**config.mk**
```make
export PLATFORM = sky130hd
export DESIGN_NAME = etapa_writeback
export DESIGN_NICKNAME = d
export VERILOG_FILES = /design/src/rtl/mips_pkg.sv /design/src/rtl/extractor_carga.sv /design/src/rtl/etapa_writeback.sv
export SDC_FILE = /design/constraint.sdc
export NUM_CORES = 1
export LEC_CHECK = 0
export CAP_MARGIN = 20
export CORE_MARGIN = 10
export CORE_UTILIZATION = 41
export CTS_BUF_LIST = sky130_fd_sc_hd__clkbuf_8 sky130_fd_sc_hd__clkbuf_16
export CTS_CLUSTER_SIZE = 25
export DETAILED_ROUTE_END_ITERATION = 10
export PLACE_DENSITY = 0.85
export SYNTH_ARGS = -nofsm -noshare
export SYNTH_HDL_FRONTEND = slang
export SYNTH_SLANG_ARGS = --single-unit
```
**constraint.sdc**
```tcl
create_clock -name clk -period 2.3 [get_ports clk]
set_input_delay 0.575 -clock clk [delete_from_list [all_inputs] [get_ports clk]]
set_output_delay 0.575 -clock clk [all_outputs]
set_load 0.05 [all_outputs]
```
**src/rtl/mips_pkg.sv**
```systemverilog
// Shared MIPS datapath constants: result select, load types,
// write-back state encoding and the load misalignment rule.
package mips_pkg;

    localparam logic [1:0] RES_ALU = 2'b00;
    localparam logic [1:0] RES_MEM = 2'b01;
    localparam logic [1:0] RES_PC4 = 2'b10;

    localparam logic [2:0] LD_W  = 3'b000;
    localparam logic [2:0] LD_H  = 3'b001;
    localparam logic [2:0] LD_HU = 3'b010;
    localparam logic [2:0] LD_B  = 3'b011;
    localparam logic [2:0] LD_BU = 3'b100;

    typedef logic [1:0] wbState_t;

    localparam wbState_t EMPTY    = 2'b00;
    localparam wbState_t COMMIT   = 2'b01;
    localparam wbState_t WAIT_MEM = 2'b10;

    // Unknown load types behave as LW, including the alignment rule.
    function automatic logic isMisaligned(
        input logic [2:0] loadType,
        input logic [1:0] byteOff
    );
        case (loadType)
            LD_H, LD_HU: return byteOff[0];
            LD_B, LD_BU: return 1'b0;
            default:     return byteOff != 2'b00;
        endcase
    endfunction

endpackage

```
**src/rtl/extractor_carga.sv**
```systemverilog
// Load data extraction: selects the half/byte addressed by
// byteOff, sign/zero extends it and flags misaligned accesses.
module extractor_carga
    import mips_pkg::*;
(
    input  logic [2:0]  loadType,
    input  logic [1:0]  byteOff,
    input  logic [31:0] word,
    output logic [31:0] data,
    output logic        misalign
);

    logic [15:0] half;
    logic [7:0]  byteVal;

    always_comb begin
        half    = byteOff[1] ? word[31:16] : word[15:0];
        byteVal = word[{byteOff, 3'b000} +: 8];
        case (loadType)
            LD_H:    data = {{16{half[15]}}, half};
            LD_HU:   data = {16'h0000, half};
            LD_B:    data = {{24{byteVal[7]}}, byteVal};
            LD_BU:   data = {24'h000000, byteVal};
            default: data = word;
        endcase
        misalign = isMisaligned(loadType, byteOff);
    end

endmodule

```
**src/rtl/etapa_writeback.sv**
```systemverilog
// MEM/WB register and write-back stage with load wait and bypass.
// Optional WB_RETIRE_COUNT_EN adds a retired-instruction counter.
module etapa_writeback
    import mips_pkg::*;
#(
    parameter int DATA_W = 32,
    parameter int ADDR_W = 5
) (
    input  logic              clk,
    input  logic              rst_n,
    input  logic              inValid,
    input  logic              inRegWrite,
    input  logic [ADDR_W-1:0] inWAddr,
    input  logic [1:0]        inResSel,
    input  logic [2:0]        inLoadType,
    input  logic [1:0]        inByteOff,
    input  logic [DATA_W-1:0] inAluRes,
    input  logic [DATA_W-1:0] inPc4,
    input  logic [DATA_W-1:0] memRdData,
    input  logic              memRdValid,
    input  logic              flush,
    output logic              stallOut,
    output logic [DATA_W-1:0] wrData,
    output logic [ADDR_W-1:0] wAddr,
    output logic              regWriteFlag,
    output logic              misalignErr,
    output logic              fwdValid,
    output logic [ADDR_W-1:0] fwdAddr,
    output logic [DATA_W-1:0] fwdData
`ifdef WB_RETIRE_COUNT_EN
   ,output logic [31:0]       retireCount
`endif
);

    wbState_t          state;
    wbState_t          nextState;
    logic              eRegWrite;
    logic [ADDR_W-1:0] eWAddr;
    logic [1:0]        eResSel;
    logic [2:0]        eLoadType;
    logic [1:0]        eByteOff;
    logic [DATA_W-1:0] eAluRes;
    logic [DATA_W-1:0] ePc4;

    logic [DATA_W-1:0] loadData;
    logic [DATA_W-1:0] result;
    logic              loadMis;
    logic              commitNow;
    logic              live;
    logic              misCommit;

    extractor_carga uExtractor (
        .loadType (eLoadType),
        .byteOff  (eByteOff),
        .word     (memRdData),
        .data     (loadData),
        .misalign (loadMis)
    );

    always_comb begin
        case (eResSel)
            RES_MEM: result = loadData;
            RES_PC4: result = ePc4;
            default: result = eAluRes;
        endcase
    end

    // A flush kills the commit of the held entry in either state.
    assign commitNow = (state == COMMIT)
                     | ((state == WAIT_MEM) & memRdValid);
    assign live      = commitNow & ~flush;
    assign misCommit = live & (state == COMMIT)
                     & (eResSel == RES_MEM) & loadMis;

    assign stallOut     = (state == WAIT_MEM) & ~memRdValid & ~flush;
    assign wrData       = live ? result : '0;
    assign wAddr        = live ? eWAddr : '0;
    assign regWriteFlag = live & eRegWrite
                        & (eWAddr != '0) & ~misCommit;
    assign misalignErr  = misCommit;
    assign fwdValid     = regWriteFlag;
    assign fwdAddr      = wAddr;
    assign fwdData      = wrData;

    always_comb begin
        nextState = COMMIT;
        if (!inValid || flush)
            nextState = EMPTY;
        else if (inResSel == RES_MEM
                 && !isMisaligned(inLoadType, inByteOff))
            nextState = WAIT_MEM;
    end

    always_ff @(posedge clk or negedge rst_n) begin
        if (!rst_n) begin
            state     <= EMPTY;
            eRegWrite <= 1'b0;
            eWAddr    <= '0;
            eResSel   <= RES_ALU;
            eLoadType <= LD_W;
            eByteOff  <= 2'b00;
            eAluRes   <= '0;
            ePc4      <= '0;
        end else if (!stallOut) begin
            state     <= nextState;
            eRegWrite <= inRegWrite;
            eWAddr    <= inWAddr;
            eResSel   <= inResSel;
            eLoadType <= inLoadType;
            eByteOff  <= inByteOff;
            eAluRes   <= inAluRes;
            ePc4      <= inPc4;
        end
    end

`ifdef WB_RETIRE_COUNT_EN
    always_ff @(posedge clk or negedge rst_n) begin
        if (!rst_n)
            retireCount <= '0;
        else if (live && !misCommit)
            retireCount <= retireCount + 32'd1;
    end
`endif

endmodule

```
**Yosys cells after proc, flatten, opt, wreduce, memory -nomap -nowiden**

Cells that the tools add are included.

- Bits in registers: 79
- Input port bits: 114
- Output and inout port bits: 78
- Logic and storage cells: 57

- Eq/ne operators: 13
- Shifts and indexed selects: 1
- Multiplexer cells: 10
- Bitwise operators: 14
- Reduce and logical (&&, ||, !) cells: 11

Operators with widths:

| cell | number |
|---|---|
| 32-bit case mux with 4 select lines | 1 |
| 32-bit case mux with 2 select lines | 1 |
| 32-bit 2-to-1 mux | 1 |
| 32-bit by 6-bit indexed part select with 8-bit output | 1 |
| 16-bit 2-to-1 mux | 1 |
| 3-bit by 2-bit equality test with 1-bit output (second input constant) | 4 |
| 1-bit AND | 10 |
| 2-bit OR reduction | 4 |
| 2-bit by 1-bit equality test with 1-bit output (second input constant) | 3 |
| 3-bit by 1-bit equality test with 1-bit output (second input constant) | 2 |
| 3-bit equality test (second input constant) | 2 |
| 5-bit 2-to-1 mux | 1 |
| 5-bit nonzero test | 1 |
| 2-bit equality test (second input constant) | 2 |
| 2-bit 2-to-1 mux | 2 |
| 1-bit case mux with 2 select lines | 2 |
| 2-bit nonzero test | 2 |
| 1-bit NOT | 3 |
| 1-bit zero test | 2 |
| 1-bit logical AND | 1 |
| 1-bit logical OR | 1 |
| 1-bit 2-to-1 mux | 1 |
| 1-bit OR | 1 |

**Depth between registers and ports, before layout**

Gate-level depths: netlist (run 1).

- Depth after elaboration: 9
- Mapped depth: 9
- Gate-level depth less buffers: 6

**Modules after synthesis**

A second synthesis (run 1) with hierarchy kept.

- Cell total of the unflattened synthesis: 518
- Area total of the unflattened synthesis: 5347.6 um^2

By module, submodules not included:

| module | instances | cells each | area each (um^2) | seq. area each (um^2) |
|---|---|---|---|---|
| etapa_writeback | 1 | 384 | 4490.6 | 1976.9 |
| extractor_carga | 1 | 134 | 857.1 | 0.0 |

**Worst setup path before layout (run 1)**

Ideal clock, no wire load.

- Path type: register to output
- From: reg eLoadType[0]
- To: out regWriteFlag
- Arrival time: 3.034 ns
- Data required time: 1.725 ns
- Path slack: -1.309 ns
- Stages on the path, launching flop included: 8
- Buffers on the path: 3
- Cells stage by stage: dfrtp_1 > buf_4 > inv_1 > buf_2 > maj3_1 > o21a_1 > nor3_1 > buf_4

- Word-level cells in the longest chain between the ends: 6
- Elaborated cells on any way between the ends: 10
- Classes of those cells: eq/ne (4); mux (1); bitwise (3); reduce/logical (2)

Ends and longest elaborated chain:

| what | RTL line | source |
|---|---|---|
| start: declaration | etapa_writeback.sv:40 | `logic [2:0] eLoadType;` |
| start signal: assignment | etapa_writeback.sv:109 | `eLoadType <= inLoadType;` |
| 3-bit by 2-bit equality test with 1-bit output, or another cell as far along | mips_pkg.sv:26 | `case (loadType)` |
| 2-bit OR reduction | mips_pkg.sv:26 |  |
| 1-bit case mux with 2 select lines (*) | mips_pkg.sv:26 |  |
| 1-bit AND (*) | etapa_writeback.sv:73 | `& (eResSel == RES_MEM) & loadMis;` |
| net misalignErr | etapa_writeback.sv:26 | `output logic misalignErr,` |
| 1-bit NOT (*) | etapa_writeback.sv:79 | `& (eWAddr != '0) & ~misCommit;` |
| 1-bit AND (*) | etapa_writeback.sv:79 |  |
| end: declaration | etapa_writeback.sv:25 | `output logic regWriteFlag,` |

The timed path passes the listed nets; every way through them passes the cells marked *.

**Worst setup path after layout (run 1)**

- From: reg eByteOff[1]
- To: out fwdData[19]

- Word-level cells in the longest chain between the ends: 4
- Elaborated cells on any way between the ends: 5
- Classes of those cells: shift (1); mux (4)

Ends and longest elaborated chain:

| what | RTL line | source |
|---|---|---|
| start: declaration | etapa_writeback.sv:41 | `logic [1:0] eByteOff;` |
| start signal: assignment | etapa_writeback.sv:110 | `eByteOff <= inByteOff;` |
| 32-bit by 6-bit indexed part select with 8-bit output or 16-bit 2-to-1 mux (tied branches) | extractor_carga.sv:18, extractor_carga.sv:17 |  |
| 32-bit case mux with 4 select lines (*) | extractor_carga.sv:19 | `case (loadType)` |
| 32-bit case mux with 2 select lines (*) | etapa_writeback.sv:61 | `case (eResSel)` |
| 32-bit 2-to-1 mux (*) | etapa_writeback.sv:76 | `assign wrData = live ? result : '0;` |
| end: declaration | etapa_writeback.sv:29 | `output logic [DATA_W-1:0] fwdData` |

Every way passes the cells marked *; elsewhere a longest branch is shown, timed or not.

==> run_results.csv, run 1 <==
group,metric,value,unit
critical_path,r2r_slack,0.46,ns
place,port_buffers,191,
clock_tree,cts_buffer_depth,2,
finish,regArea,1980,um^2
global_routing,grt_pass1_vias,6071,
synthesis,yosys.cell_types.count,51,
critical_path,critPathTopFamily,"compound AO/OA/AOI/OAI gates",
flow_run,maxCapViolations,0,
critical_path,cp-start-kind,"flip-flop",
timing,min_period,3.03,ns
timing,slew_headroom,63.4,%
die,rows,41,
timing,holdWs,0.209,ns
critical_path,worstReg2RegStart,"state[0]",
critical_path,rr_worst_depth,6,
timing,final_hold_viol_count,0,
clock_tree,clock_sinks,79,
detailed_routing,via_per_inst,6.03,
power,vdd_drop_max,0.000303,V
place,dpl.hpwl,15900,um
clock_tree,cts_tree,"done",
die,num_io_pins,192,
critical_path,r2r-end,"eAluRes[19]",
power,leakagePower,0.00393,uW
detailed_routing,num_vias,5604,
global_routing,grt_max_degree,42,
status,status,"finished, violations left",
timing,setup_violations,67,
synthesis,synth_edf_count,0,
critical_path,crit_fanout,8,
critical_path,crit_buf_inv,2,
die,die_x,133,um
clock_tree,clkLatencyLatePin,0.35,ns
critical_path,critPathMaxStageDelay,0.48,ns
clock_tree,clk_pin_slew_worst_paths,0.06,ns
place,place_congestion,0.962,
synthesis,ys_seq_elements,79,
clock_tree,cts_buffers,9,
global_routing,grtUsageTotal,25.0,%
place,placed_cells,886,
global_routing,antenna_found_initial,0,
synthesis,synth_area,5240,um^2
status,violations,"setup timing",
worst_hold_path,hold_class,"in2async",
global_routing,grt_pass1_wl,35100,um
finish,layout.nets,870,
detailed_routing,ant_nets,0,
timing,period_share,132,%
global_routing,grt-ovfl-total,0,
synthesis,syn_area_per_cell,10.1,um^2
finish,finalNonFillerCells,930,
detailed_routing,drt_iter0_markers,444,
critical_path,slowest_stage,"dfrtp_2",
timing,finalClockSkew,0.00637,ns
timing,worst_slack,-0.730,ns
die,die_h,133,um
clock_tree,ctsHoldBuffers,0,
detailed_routing,first_pass_iters,6,
clock_tree,cts_max_level,3,
die,initial_core_util,41.7,%
critical_path,cp.arrival,2.45,ns
detailed_routing,wl,24400,um
finish,n_antenna_cell,0,
timing,rsz0062_at_grt,"true",
critical_path,path_class,"reg2out",
detailed_routing,wl_per_cell,26.2,um
finish,area_growth,91.8,%
critical_path,end_kind,"output port",
finish,utilization,80.0,%
critical_path,crit_chain,"mux2i_4, o2bb2ai_2, o221ai_4, buf_12, o211ai_1, a221oi_4, buf_12",
finish,fillers,641,
finish,final_layout_size_suffix_gt1_share,54.1,%
die,core-area,12600,um^2
timing,max_freq,330,MHz
synthesis,yosysSeqAreaShare,37.7,%
timing,worst_pin_slew,0.550,ns
synthesis,synth_ff_type,"dfrtp_1",
synthesis,ys_warn_count,0,
critical_path,critPathMostFrequentCell,"buf_12",
die,fp.dieArea,17700,um^2
timing,slew_viol_final,0,
timing,fin_setup_tns,-41.82,ns
power,power_density,468,nW/um^2
synthesis,syn_inst,521,
synthesis,synthesis.nets,637,
detailed_routing,drcViolationCount,0,
synthesis,async_reset_ff_share,100,%
clock_tree,clock_tree.root_cell,"clkbuf_16",
critical_path,worst_ep_required_time,1.73,ns
finish,multi_input_area,3680,um^2
-- report_power, final --
group | leakage (uW) | internal (uW) | switching, uW
sequential | 0.000922 | 1470 | 57.6
combinational | 0.00287 | 822 | 911
clock | 0.000139 | 833 | 618
-- per-stage QoR --
step | setup slack, ns | power (uW) | area, um^2
floorplan | -0.516 | 2350 | 6040
global placement | -1.05 | 2960 | 8960
detailed placement | -1.14 | 3010 | 8960
CTS | -0.672 | 4570 | 9820
global route | -0.747 | 4830 | 10100
finish | -0.730 | 4710 | 10100
-- Yosys cell counts, types with 8 or more instances --
cell / n / area (um^2)
dfrtp_1: 79 / 1980
mux2_2: 76 / 856
buf_4: 41 / 308
inv_1: 29 / 109
a21oi_1: 26 / 130
clkbuf_1: 22 / 82.6
nor2_1: 22 / 82.6
o21ai_0: 20 / 100
a221oi_1: 15 / 131
nand2_1: 15 / 56.3
buf_2: 14 / 70.1
o22ai_1: 14 / 87.6
nor3_1: 13 / 65.1
a221oi_2: 10 / 150
nor2b_1: 10 / 62.6
o211ai_2: 10 / 125
maj3_1: 9 / 90.1
a22oi_1: 8 / 60.1
a2bb2oi_1: 8 / 70.1
nand3b_1: 8 / 60.1
-- worst reg2reg max path: cells and delay by family, from the launching register on --
kind / cells / cell delay [ns]
flops: 1 / 0.40
simple gates: 2 / 0.37
buf+inv: 3 / 0.52
mux: 1 / 0.42
-- logic make-up (layout without fill, tap and decap cells) --
logic type                 Yosys count  in the layout  synth area share [%]
DFF                                 79             79                  37.7
AOI/OAI and AO/OA                  143            143                  21.5
xor gates and xnor gates             1              1                 0.167
muxes                               78             78                  16.8
and+or+nand+nor                     99             99                  10.0
buffers and inverters              110            347                  11.6
adders and majority gates           11             11                  2.20
-- area by class of cell --
class,instances,share of cell area (%)
Timing Repair Buffer,302,37.6
Clock inverter,6,0.622
Inverter,30,1.14
Tap cell,172,2.14
Sequential cell,79,19.7
Multi-Input combinational cell,332,36.6
Clock buffer,9,2.24
-- worst max-delay path by stage --
stage | endpoint | cells past startpoint | start
after floorplan | wrData[21] | 8 | eByteOff[1]
final | fwdData[19] | 7 | eByteOff[1]
after global routing | fwdData[19] | 7 | eByteOff[1]
after global placement | wrData[31] | 7 | memRdData[15]
after detailed placement | wrData[20] | 7 | memRdData[31]
after CTS | fwdData[19] | 7 | eByteOff[1]
-- sequential cells by signal, summed over array words and instances, names as in the netlist --
register	cells
ePc4	32
eRegWrite	1
eByteOff	2
eLoadType	3
state	2
eResSel	2
eWAddr	5
eAluRes	32
-- layer usage --
layer | GRT usage (%) | up-vias | wire (um)
met5 | 0 | - | 0
met4 | 12.6 | 0 | 1460
met3 | 6.24 | 105 | 1720
met2 | 43.7 | 344 | 12500
met1 | 27.6 | 2795 | 8740
li1 | - | 2360 | -
-- what timing repair did --
item / CTS / global route
cloned: 3 / 0
gates resized for setup: 76 / 51
setup buffers: 22 / 10
pin swaps: 38 / 30
endpoints found under the setup margin: 78 / 77
-- cells in the final DEF (no fill, tap or decap), drive strengths merged, types with 8 or more instances in the layout --
cell type and n:
a21oi 26, a221oi 25, a22oi 8, a2bb2oi 8, buf 190, clkbuf 9
clkdlybuf4s50 101, dfrtp 79, dlygate4sd2 9, inv 32, maj3 9, mux2 77
nand2 15, nand3b 8, nor2 23, nor2b 10, nor3 13, o211ai 16
o21ai 22, o22ai 14
No activity file was read; power rests on OpenSTA's default activity.
==> run 2: changes to the inputs <==
--- a/config.mk
+++ b/config.mk
@@ -7,11 +7,12 @@
 export LEC_CHECK = 0
 export CAP_MARGIN = 20
 export CORE_MARGIN = 10
-export CORE_UTILIZATION = 41
+export CORE_UTILIZATION = 46
 export CTS_BUF_LIST = sky130_fd_sc_hd__clkbuf_8 sky130_fd_sc_hd__clkbuf_16
 export CTS_CLUSTER_SIZE = 25
 export DETAILED_ROUTE_END_ITERATION = 10
-export PLACE_DENSITY = 0.85
+export PLACE_DENSITY = 0.89
+export REMOVE_ABC_BUFFERS = 1
 export SYNTH_ARGS = -nofsm -noshare
 export SYNTH_HDL_FRONTEND = slang
 export SYNTH_SLANG_ARGS = --single-unit
==> constraint.sdc (replaced) <==
create_clock -name clk -period 3.3 [get_ports clk]
set_input_delay 0.825 -clock clk [delete_from_list [all_inputs] [get_ports clk]]
set_output_delay 0.825 -clock clk [all_outputs]
set_load 0.05 [all_outputs]
==> run 2 against run 1 <==
Effect of this change:
- the flow now finishes without violations
- cell count shrank 4.0%
- register-to-register slack better by 0.85 ns
- core utilization grew 3.0 points
- clock skew rose by 0.0058 ns
- clock power shrank 17%
- sequential power decreased by 30%
- combinational power decreased by 42%
- clock-buffer cell count increased by 1
- largest power group is now clock
- highest routed layer unchanged
==> run_results.csv, run 2 (synthesis gave the netlist of run 1 again) <==
group,metric,value,unit
timing,finalClockSkew,0.0121,ns
finish,area_growth,74.0,%
finish,final_cell_mix,"clkdlybuf4s50_1, buf_4, buf_12, mux2_2, dfrtp_1",
worst_hold_path,hold_class,"in2async",
critical_path,rr_worst_depth,4,
power,total_power,3280,uW
place,placed_cells,847,
die,initial_core_util,47.7,%
global_routing,grt-ovfl-total,0,
detailed_routing,num_vias,5456,
die,core-area,11000,um^2
timing,max_freq,303,MHz
critical_path,worst_ep_required_time,2.47,ns
place,pre_cts_ws,-0.523,ns
critical_path,worstReg2RegStart,"state[0]",
status,status,"finished clean",
power,vdd_drop_max,0.000219,V
timing,worst_pin_slew,0.548,ns
timing,period_share,99.8,%
critical_path,cp.arrival,2.47,ns
detailed_routing,first_pass_iters,5,
detailed_routing,drt_iter0_markers,684,
clock_tree,clock_tree.root_cell,"clkbuf_16",
die,fp.dieArea,16100,um^2
place,dpl.hpwl,14300,um
detailed_routing,ant_nets,0,
timing,setup_violations,0,
critical_path,path_class,"in2out",
global_routing,grt_max_degree,82,
timing,slew_viol_final,0,
critical_path,r2r-end,"ePc4[25]",
clock_tree,clk_pin_slew_worst_paths,0.06,ns
detailed_routing,drcViolationCount,0,
clock_tree,cts_buffer_depth,2,
global_routing,grt_pass1_vias,5751,
flow_run,maxCapViolations,0,
critical_path,r2r_slack,1.31,ns
timing,worst_slack,0.00504,ns
finish,final_common_cell,"clkdlybuf4s50_1",
clock_tree,ctsHoldBuffers,0,
finish,layout.nets,859,
die,die_h,127,um
finish,largestRegisters,"eAluRes: 32 flops, ePc4: 32 flops, eWAddr: 5 flops",
critical_path,end_kind,"output port",
finish,finalNonFillerCells,893,
timing,final_hold_viol_count,0,
die,die_x,127,um
detailed_routing,wl_per_cell,24.2,um
critical_path,cp-start-kind,"input pin",
detailed_routing,via_per_inst,6.11,
place,place_congestion,0.967,
finish,final_layout_size_suffix_gt1_share,47.9,%
place,port_buffers,191,
critical_path,crit_end,"fwdData[11]",
timing,rsz0062_at_grt,"true",
critical_path,crit_fanout,2,
power,power_density,359,nW/um^2
global_routing,grt_pass1_wl,31700,um
die,num_io_pins,192,
die,rows,38,
clock_tree,clkLatencyLatePin,0.35,ns
finish,design_area,9120,um^2
timing,holdWs,0.382,ns
global_routing,antenna_found_initial,3,
detailed_routing,wl,21600,um
global_routing,grtUsageTotal,24.4,%
timing,min_period,3.29,ns
place,place_area,8190,um^2
clock_tree,cts_tree,"done",
clock_tree,cts_buffers,9,
critical_path,crit_path_start,"memRdData[27]",
timing,slew_headroom,63.3,%
clock_tree,clock_sinks,79,
clock_tree,cts_max_level,3,
power,leakagePower,0.00378,uW
run 2: changes by cell type in the layout (fill, tap and decap cells not counted), sizes merged:
| cell | before | now |
|---|---|---|
| diode | 0 | 5 |
| clkinv | 1 | 0 |
| clkdlybuf4s50 | 101 | 91 |
| bufinv | 1 | 3 |
| dlymetal6s2s | 2 | 7 |
| inv | 32 | 31 |
| buf | 190 | 183 |
| clkbuf | 9 | 11 |
run 2: final cells by class:
class                   count  area (um^2)
well taps                 140          175
fillers                   537         1860
multi-input cells         332         2990
diodes                      5         12.5
repair buffers            291         3490
inverters                  30          116
clock inverters             6          115
clock buffers              10          239
flip-flops and latches     79         1980
run 2: how the worst min path moves through the flow:
stage	from	end	slack (ns)	cells after the start
floorplan	eRegWrite	eRegWrite	0.47	1
global placement	eRegWrite	eRegWrite	0.48	1
detailed placement	eRegWrite	eRegWrite	0.49	1
global route	rst_n	ePc4[7]	0.40	1
finish	rst_n	ePc4[21]	0.38	1
CTS	eRegWrite	eRegWrite	0.51	1
run 2: report_power, final:
group,switching (uW),internal (uW)
logic,520,490
clock network,438,766
registers,40.8,1020
total,998,2280
run 2: per-stage QoR:
step / utilization, % / TNS [ns]
finish: 83.1 / 0
global route: 83.0 / -0.611
CTS: 80.5 / 0
detailed placement: 74.6 / -24.77
global placement: 74.6 / -21.94
floorplan: - / -469.77
run 2: worst max-delay path: stages:
cell           delay (ns)
dlygate4sd2_1        0.28
nand2_1              0.13
maj3_1               0.41
o21ai_2              0.23
a221oi_4             0.10
nor3_2               0.19
buf_4                0.17
buf_12               0.14
run 2: routing by layer:
layer	vias to the layer above	part of all wire (%)	wire length [um]	global-route usage, %
met5	-	0	0	0
li1	2330	-	-	-
met3	97	10	2170	8.87
met1	2638	36	7830	26.8
met2	391	49	10700	41.6
met4	0	4.5	977	10.6
run 2: what timing repair did:
| item | in CTS | in global routing |
|---|---|---|
| endpoints found under the setup margin | 66 | 66 |
| gates resized for setup | 77 | 46 |
| buffers inserted | 11 | 12 |
| pin swaps | 22 | 15 |
| cloned | 1 | 0 |
